### config.mk
export PLATFORM = sky130hd
export DESIGN_NAME = updown_sweep_ctrl
export DESIGN_NICKNAME = d
export VERILOG_FILES = /design/src/rtl/updown_sweep_ctrl.sv
export SDC_FILE = /design/constraint.sdc
export NUM_CORES = 1
export LEC_CHECK = 0
export ABC_AREA = 0
export ABC_CLOCK_PERIOD_IN_PS = 4100
export CORE_MARGIN = 2
export CORE_UTILIZATION = 45
export CTS_CLUSTER_SIZE = 14
export DETAILED_ROUTE_END_ITERATION = 16
export DONT_BUFFER_PORTS = 1
export GPL_TIMING_DRIVEN = 0
export PLACE_DENSITY = 0.59
export SYNTH_ARGS = -nofsm -noshare
export SYNTH_HDL_FRONTEND = slang
export SYNTH_SLANG_ARGS = --single-unit
### constraint.sdc
create_clock -name clk -period 4.1 [get_ports clk]
set_input_delay 1.23 -clock clk [delete_from_list [all_inputs] [get_ports clk]]
set_output_delay 1.23 -clock clk [all_outputs]
set_load 0.05 [all_outputs]
### src/rtl/updown_sweep_ctrl.sv
// Sweeps an external up/down counter LO->HI->LO with endpoint dwells and
// watches the counter value every cycle for steps that disagree with the command.
module updown_sweep_ctrl #(
    parameter int WIDTH  = 4,
    parameter int LO     = 0,
    parameter int HI     = 15,
    parameter int DWELL  = 2,
    parameter int SWEEPS = 2
) (
    input  logic             clk,
    input  logic             rst,
    input  logic             start,
    input  logic             stop,
    input  logic [WIDTH-1:0] count_in,
    output logic             cnt_en,
    output logic             updown,
    output logic             busy,
    output logic             done,
    output logic [15:0]      sweep_idx,
    output logic             step_err
);

    typedef enum logic [2:0] {
        IDLE,
        ALIGN,
        UP,
        DWELL_HI,
        DOWN,
        DWELL_LO,
        DONE
    } state_t;

    localparam int               DW_W    = (DWELL > 0) ? $clog2(DWELL + 1) : 1;
    localparam logic [DW_W-1:0]  DW_LOAD = DW_W'((DWELL > 0) ? DWELL - 1 : 0);
    localparam logic [WIDTH-1:0] LO_V    = WIDTH'(LO);
    localparam logic [WIDTH-1:0] LO_P1   = WIDTH'(LO + 1);
    localparam logic [WIDTH-1:0] LO_M1   = WIDTH'(LO - 1);
    localparam logic [WIDTH-1:0] HI_M1   = WIDTH'(HI - 1);

    function automatic logic [15:0] sat_inc(input logic [15:0] v);
        return (v == 16'hFFFF) ? v : v + 16'd1;
    endfunction

    state_t           state;
    state_t           state_next;
    logic [DW_W-1:0]  dwell_cnt;
    logic [15:0]      sweep_next;
    logic             cnt_en_next;
    logic             updown_next;
    logic             clear_err;
    logic [WIDTH:0]   diff_lo;
    logic             below_lo;
    logic             near_lo;

    logic [WIDTH-1:0] count_p1;
    logic             cnt_en_p1;
    logic             updown_p1;
    logic             busy_p1;
    logic [WIDTH-1:0] exp_count;
    logic             step_bad;

    // Borrow of count_in - LO tells which side of LO the counter sits on.
    assign diff_lo  = {1'b0, count_in} - (WIDTH+1)'(LO);
    assign below_lo = diff_lo[WIDTH];
    assign near_lo  = below_lo ? (count_in == LO_M1) : (count_in == LO_P1);

    always_comb begin
        state_next = state;
        sweep_next = sweep_idx;
        clear_err  = 1'b0;
        case (state)
            IDLE: begin
                if (start) begin
                    clear_err  = 1'b1;
                    sweep_next = 16'd0;
                    state_next = (count_in == LO_V) ? UP : ALIGN;
                end
            end
            ALIGN: begin
                if (near_lo) state_next = (DWELL == 0) ? UP : DWELL_LO;
            end
            UP: begin
                if (count_in == HI_M1) state_next = (DWELL == 0) ? DOWN : DWELL_HI;
            end
            DWELL_HI: begin
                if (dwell_cnt == '0) state_next = DOWN;
            end
            DOWN: begin
                if (count_in == LO_P1) begin
                    sweep_next = sat_inc(sweep_idx);
                    if (SWEEPS != 0 && sweep_next == 16'(SWEEPS))
                        state_next = DONE;
                    else
                        state_next = (DWELL == 0) ? UP : DWELL_LO;
                end
            end
            DWELL_LO: begin
                if (dwell_cnt == '0) state_next = UP;
            end
            DONE:    state_next = IDLE;
            default: state_next = IDLE;
        endcase
        // An abort also discards a sweep that would have completed this cycle.
        if (stop && state != IDLE) begin
            state_next = IDLE;
            sweep_next = sweep_idx;
        end
    end

    always_comb begin
        cnt_en_next = (state_next == ALIGN) || (state_next == UP) || (state_next == DOWN);
        updown_next = updown;
        case (state_next)
            UP, DWELL_HI: updown_next = 1'b1;
            DOWN:         updown_next = 1'b0;
            ALIGN:        updown_next = below_lo;
            default:      updown_next = updown;
        endcase
    end

    assign exp_count = cnt_en_p1 ? (updown_p1 ? count_p1 + WIDTH'(1) : count_p1 - WIDTH'(1))
                                 : count_p1;
    assign step_bad  = busy_p1 && (state != IDLE) && (count_in != exp_count);

    always_ff @(posedge clk or posedge rst) begin
        if (rst) begin
            state     <= IDLE;
            cnt_en    <= 1'b0;
            updown    <= 1'b0;
            busy      <= 1'b0;
            done      <= 1'b0;
            sweep_idx <= 16'd0;
            step_err  <= 1'b0;
            dwell_cnt <= '0;
        end else begin
            state     <= state_next;
            cnt_en    <= cnt_en_next;
            updown    <= updown_next;
            busy      <= (state_next != IDLE);
            done      <= (state_next == DONE);
            sweep_idx <= sweep_next;
            if (clear_err)
                step_err <= 1'b0;
            else if (step_bad)
                step_err <= 1'b1;
            if ((state_next == DWELL_HI || state_next == DWELL_LO) && state_next != state)
                dwell_cnt <= DW_LOAD;
            else if (dwell_cnt != '0)
                dwell_cnt <= dwell_cnt - DW_W'(1);
        end
    end

    // Stage p1: command and counter value of the previous cycle for the step check.
    always_ff @(posedge clk or posedge rst) begin
        if (rst) begin
            cnt_en_p1 <= 1'b0;
            updown_p1 <= 1'b0;
            busy_p1   <= 1'b0;
        end else begin
            cnt_en_p1 <= cnt_en;
            updown_p1 <= updown;
            busy_p1   <= busy;
        end
    end

    always_ff @(posedge clk) begin
        count_p1 <= count_in;
    end

endmodule

# After elaboration in Yosys (flattened, before gate mapping)
# Cells that the tools add are included.
[word_totals]
regBits = 33
in_bits = 8
output_inout_bits = 21
wordCells = 79
[op_classes]
add_sub_neg = 4
n_eq_ne = 19
muxes = 23
bitwise = 1
n_reduce_logical = 20
[op_table]
columns = ["cell", "count"]
rows = [
  ["2-to-1 mux 16 bit", 3],
  ["one-hot mux 16 bit (2 select lines)", 1],
  ["2-to-1 mux 3 bit", 7],
  ["one-hot mux 3 bit (6 select lines)", 1],
  ["adder 16 x 1 -> 16 bit, second input constant", 1],
  ["== test 16 bit, second input constant", 1],
  ["== test 16 x 2 -> 1 bit, second input constant", 1],
  ["== test 3 bit, second input constant", 5],
  ["== test 3 x 2 -> 1 bit, second input constant", 4],
  ["nonzero test 2 bit", 5],
  ["2-to-1 mux 2 bit", 4],
  ["2-to-1 mux 4 bit", 2],
  ["== test 3 x 1 -> 1 bit, second input constant", 2],
  ["nonzero test 3 bit", 2],
  ["adder 4 x 1 -> 4 bit, second input constant", 1],
  ["== test 4 x 1 -> 1 bit, second input constant", 1],
  ["== test 4 bit, second input constant", 1],
  ["logical AND 1 bit", 4],
  ["zero test 4 bit", 1],
  ["2-to-1 mux 1 bit", 4],
  ["inequality test 2 bit, second input constant", 2],
  ["inequality test 4 bit", 1],
  ["AND reduction 4 bit", 1],
  ["OR reduction 2 bit", 2],
  ["8 further kinds", 10],
]

# Depth between registers and ports, before layout
[logic_depth]
ltp_word = 11
ltp_mapped = 11
depth_no_buf = 10

# Worst setup path before layout
# No wires, ideal clock.
[synth_timing]
path_kind = "register to register"
from = "register sweep_idx[0]"
to = "register dwell_cnt[1]"
setup_ps = 129
t_arrival_ps = 3388
required_ps = 3971
path_slack_ps = 584
stages_incl_launch_ff = 11
path_buffers = 1
period_less_slack_ps = 3516
path_cell_list = "dfrtp_1 ha_1 buf_2 nand4_2 or4_4 a211o_1 a22o_1 or4_4 o31a_1 o32ai_2 a21oi_1"
[synth_via]
elab_chain_cells = 11
word_cells_on_any_way = 15
classes_between = "add/sub (1); eq/ne (5); mux (6); reduce/logical (3)"
[synth_lines]
columns = ["element", "line_no", "source"]
rows = [
  ["start, declared", "19", "output logic [15:0] sweep_idx,"],
  ["start signal, assigned", "141", "sweep_idx <= sweep_next;"],
  ["adder 16 x 1 -> 16 bit / == test 16 bit (equally long branches)", "41", "return (v == 16'hFFFF) ? v : v + 16'd1;"],
  ["2-to-1 mux 16 bit (*)", "41", ""],
  ["== test 16 x 2 -> 1 bit (*)", "91", "if (SWEEPS != 0 && sweep_next == 16'(SWEEPS))"],
  ["2-to-1 mux 2 bit (*)", "91", ""],
  ["2-to-1 mux 3 bit (*)", "89", "if (count_in == LO_P1) begin"],
  ["one-hot mux 3 bit (6 select lines) (*)", "71", "case (state)"],
  ["2-to-1 mux 3 bit (*)", "104", "if (stop && state != IDLE) begin"],
  ["== test 3 x 2 -> 1 bit / == test 3 bit (equally long branches)", "146", "if ((state_next == DWELL_HI || state_next == DWELL_LO) && state_next != state)"],
  ["logical OR 1 bit", "146", ""],
  ["logical AND 1 bit (*)", "146", ""],
  ["2-to-1 mux 2 bit / nonzero test 2 bit (equally long branches)", "-", ""],
  ["end signal, assigned", "149", "dwell_cnt <= dwell_cnt - DW_W'(1);"],
  ["end, declared", "46", "logic [DW_W-1:0] dwell_cnt;"],
]
# Mark *: on every way between the ends. The rest lies on a longest branch, timed or not.
# A chain may end at the register's enable or synchronous reset.

# Worst setup path in the final report
[layout_timing]
from = "register sweep_idx[1]"
to = "register dwell_cnt[1]"
# The elaborated chain is that of the path after synthesis.

==> impl_results.md <==
- Combined flip-flop and latch cell area: 807 um^2
- Top flip-flop cell by instance count after synthesis: dfrtp_1
- Maximum clock frequency: 0.259 GHz
- Gate family responsible for the most delay along the worst path: simple AND/OR/NAND/NOR gates
- Final weighted congestion in routability-driven placement: 0.841
- Slew HR: 25.1%
- Synth warn: 0
- Hold Path Sink: step_err
- Global-route wire length before repair: 9.03 mm
- Number of routed nets with antenna violations: 0
- Hold-fix buffers, CTS: 0
- Boundary Pins: 29
- Pin count of the biggest net entering global routing: 30
- Worst Clk Skew: 6.28 ps
- Via density per instance: 5.86
- Leakage component of the power: 0.965 nW
- Slew at the pin with the worst max-slew slack: 1120 ps
- Antenna cells: 0
- Util after Layout: 50.3%
- Clock latency at the later pin of the worst-skew pair: 290 ps
- CP cell instances: ha_1 > buf_2 > nand4_2 > or4_4 > a211o_1 > a22o_1 > or4_4 > o31a_1 > o32ai_2 > a21oi_1
- Synthesized area: 2200 um^2
- Count of routing violations after the opening detailed-route iteration: 193
- Worst-case clock buffer depth: 2
- Max FO, Critical Path: 9
- Initial standard-cell utilization of the core: 46.6%
- Final worst path period share: 94.2%
- Worst path required time: 4270 ps
- Post-layout min period: 3860 ps
- Pwr Density: 504 nW/um^2
- Area growth from synthesis to layout: 7.78%
- Multi-input logic area: 1290 um^2
- GRT Overall Usage: 21.7%
- Remaining design rule violation count: 0
- DRT Wirelength: 5.35 mm
- Final slew viol count: 0
- Vias in the first global route: 1875
- Vert. Die Dim: 74.0 um
- Cell depth of the worst flop-to-flop path: 10
- Basic-gate share of the synthesized area counting and, or, nand and nor cells: 23.9%
- Placement Rows: 25
- Adder-cell area share of the yosys netlist: 3.18%
- RSZ-0062 raised after global routing: false
- Share of flip-flops with an asynchronous set or reset: 87.9%
- Setup TNS: 0 ps
- Root Driver: clkbuf_8
- Routed length per placed instance: 16.0 um
- Slowest CP cell: dfrtp_1
- Reg-to-reg slack, setup: 240 ps
- Total number of vias: 1963
- Fill count: 450
- Total of flip-flops plus latches after synthesis: 33
- H-tree levels: 2
- Avg Synthesized Cell Area: 8.47 um^2
- Min-delay worst type: reg -> reg
- Hold Path Stages: 2
- Critical Path Sink Type: register
- Estimated wirelength of the detail-placed design: 3.87 mm
- Post-synthesis sequential area ratio: 36.6%
- Initial antenna violation count: 0
- Library cell appearing most often on the critical path: or4_4
- Start point of the worst hold path: busy_p1
- CP Class: reg -> reg
- Run status: complete, no violations
- Width of the chip: 74.0 um
- Number of sinks driven by the clock tree: 33
- Number of maximum-capacitance violations: 0
- Initial DRT Pass Iterations: 4
- Startpoint of the lowest-slack register-to-register path: sweep_idx[1]
- Crit path buffers/inverters: 1
- Destination of the worst register-to-register timing path: dwell_cnt[1]
- Compound-Gate Fraction of Synth Area: 24.4%
- Arrival time of the worst setup path: 4030 ps
- Number of buffers added by the clock tree synthesis step: 5
- Cells after synthesis: 260
- Die footprint: 5470 um^2
- Delay of the slowest cell on the worst path: 710 ps
- Final hold viol count: 0
- Buffers inserted during post-CTS setup optimization: 0
- Startpoint type of the worst setup path: register
- Core Footprint: 4720 um^2
- Number of unique standard cell types used by synthesis: 52
- Net count of the finished layout: 280
- XOR/XNOR share of the synthesized area: 5.17%
- Largest family of logic cells by synthesized area: compound AO/OA/AOI/OAI gates
- Nets in the synthesized netlist: 273
- Layout cells sized above 1: 9.70%
- Peak supply drop: 0.369 mV
- Sum of internal, switching and leakage power: 1.20 mW
- EDFF count, synth: 0
- Clock slew seen by the registers of the worst setup and hold paths: 70 ps
- Number of I/O port buffers: 0
- Setup-failing EPs final: 0
- Total congestion overflow: 0
- Share of cell area taken by muxes after synthesis: 1.82%
- CTS tree: done
-- where the power goes --
group | switching [mW] | leakage [nW] | internal (mW) | total [mW]
clock | 0.130 | 0.0439 | 0.117 | 0.248
combinational | 0.271 | 0.503 | 0.186 | 0.458
sequential | 0.108 | 0.418 | 0.382 | 0.491
total | 0.510 | 0.965 | 0.686 | 1.20
-- worst reg2reg max path, cell delays in order (launching register included) --
cell,delay (ps)
dfrtp_1,710
ha_1,240
buf_2,190
nand4_2,250
or4_4,580
a211o_1,300
a22o_1,230
or4_4,520
o31a_1,410
o32ai_2,200
a21oi_1,110
-- logic make-up after synthesis --
family | count (synthesis)
AOI/OAI and AO/OA | 83
xor gates and xnor gates | 13
adders and majority gates | 5
buffers and inverters | 26
DFF | 33
muxes | 4
and+or+nand+nor | 96
-- repair_timing --
action,4_1_cts,5_1_grt
setup endpoints to repair,0,2
resized for setup,0,1
hold endpoints to repair,0,0
-- metrics by stage --
stage,hold WS [ps],instances,cell area [um^2],setup WS (ps)
4_1_cts,531,335,2370,176
3_5_place_dp,514,327,2290,189
3_3_place_gp,506,327,2290,199
2_1_floorplan,486,260,2200,584
6_report,524,335,2370,236
5_1_grt,585,335,2370,36.2
-- layout by cell type (no fill, tap or decap), types with 2 or more instances in the layout --
cell,instances
a211o_1,2
a211oi_1,2
a21o_1,5
a21oi_1,20
a22o_1,3
a31oi_1,3
a41oi_1,3
and3_1,3
and4_1,3
buf_2,6
clkbuf_1,10
clkbuf_2,2
clkbuf_8,5
clkinv_2,2
dfrtp_1,28
dfxtp_1,4
ha_1,4
inv_1,8
mux2i_1,4
nand2_1,18
nand2b_1,4
nand3_1,10
nand4_1,6
nor2_1,25
nor3_1,8
nor4_1,4
nor4b_1,2
o211ai_1,4
o21ai_0,25
o22a_1,2
o22ai_1,3
o31ai_1,3
or3_1,2
or4_4,2
xnor2_1,10
xor2_1,3
-- state kept, by name, indices dropped and copies added (netlist names), 2 cells and up --
name,cells
state,3
count_p1,4
sweep_idx,16
dwell_cnt,2
-- cells in the mapped netlist, drive strengths merged, types with 2 or more instances --
cell	instances	share of area (%)
o22ai	3	0.85
dfxtp	4	3.6
mux2i	4	1.8
o21ai	25	5.7
a31oi	3	0.85
dfrtp	29	33
a41oi	3	1.2
nand4	8	3.2
a211oi	2	0.68
inv	8	1.4
nand3	11	2.7
o31ai	3	1.0
nand2b	4	1.1
clkbuf	12	2.2
xnor2	10	4.0
or4	3	1.4
a21oi	20	4.5
nor3	8	1.8
nor2	25	4.3
o22a	2	0.80
ha	4	2.3
buf	6	1.4
o211ai	4	1.4
nor4b	2	0.80
nor4	4	1.1
nand2	18	3.1
and4	3	1.2
a22o	3	1.2
and3	3	0.85
xor2	3	1.2
or3	2	0.57
a211o	2	0.80
a21o	5	1.7
-- worst max path at each step --
stage | slack, ps | from | end | cells past startpoint
final | 240 | sweep_idx[1] | dwell_cnt[1] | 10
after global routing | 40 | sweep_idx[1] | cnt_en | 10
after CTS | 180 | sweep_idx[0] | dwell_cnt[1] | 10
after detailed placement | 190 | sweep_idx[0] | dwell_cnt[1] | 10
after global placement | 200 | sweep_idx[0] | dwell_cnt[1] | 10
after floorplan | 580 | sweep_idx[0] | dwell_cnt[1] | 10
-- metal layers --
metal	global-route usage, %	vias to the layer above	share of wire, %
met5	0	-	0
met4	7.68	0	0.92
met1	31.2	920	50
li1	-	985	-
met3	7.59	4	7.2
met2	30.3	54	42
-- cell type report --
class                      instances  share of cell area [%]
buffer                            18                    3.27
clock buffer                       5                    2.90
clock inverter                     3                   0.738
inverter                           8                    1.27
multi-input combinational        201                    54.3
sequential                        33                    34.0
tap                               67                    3.53
Power figures use the tool's default switching activity.
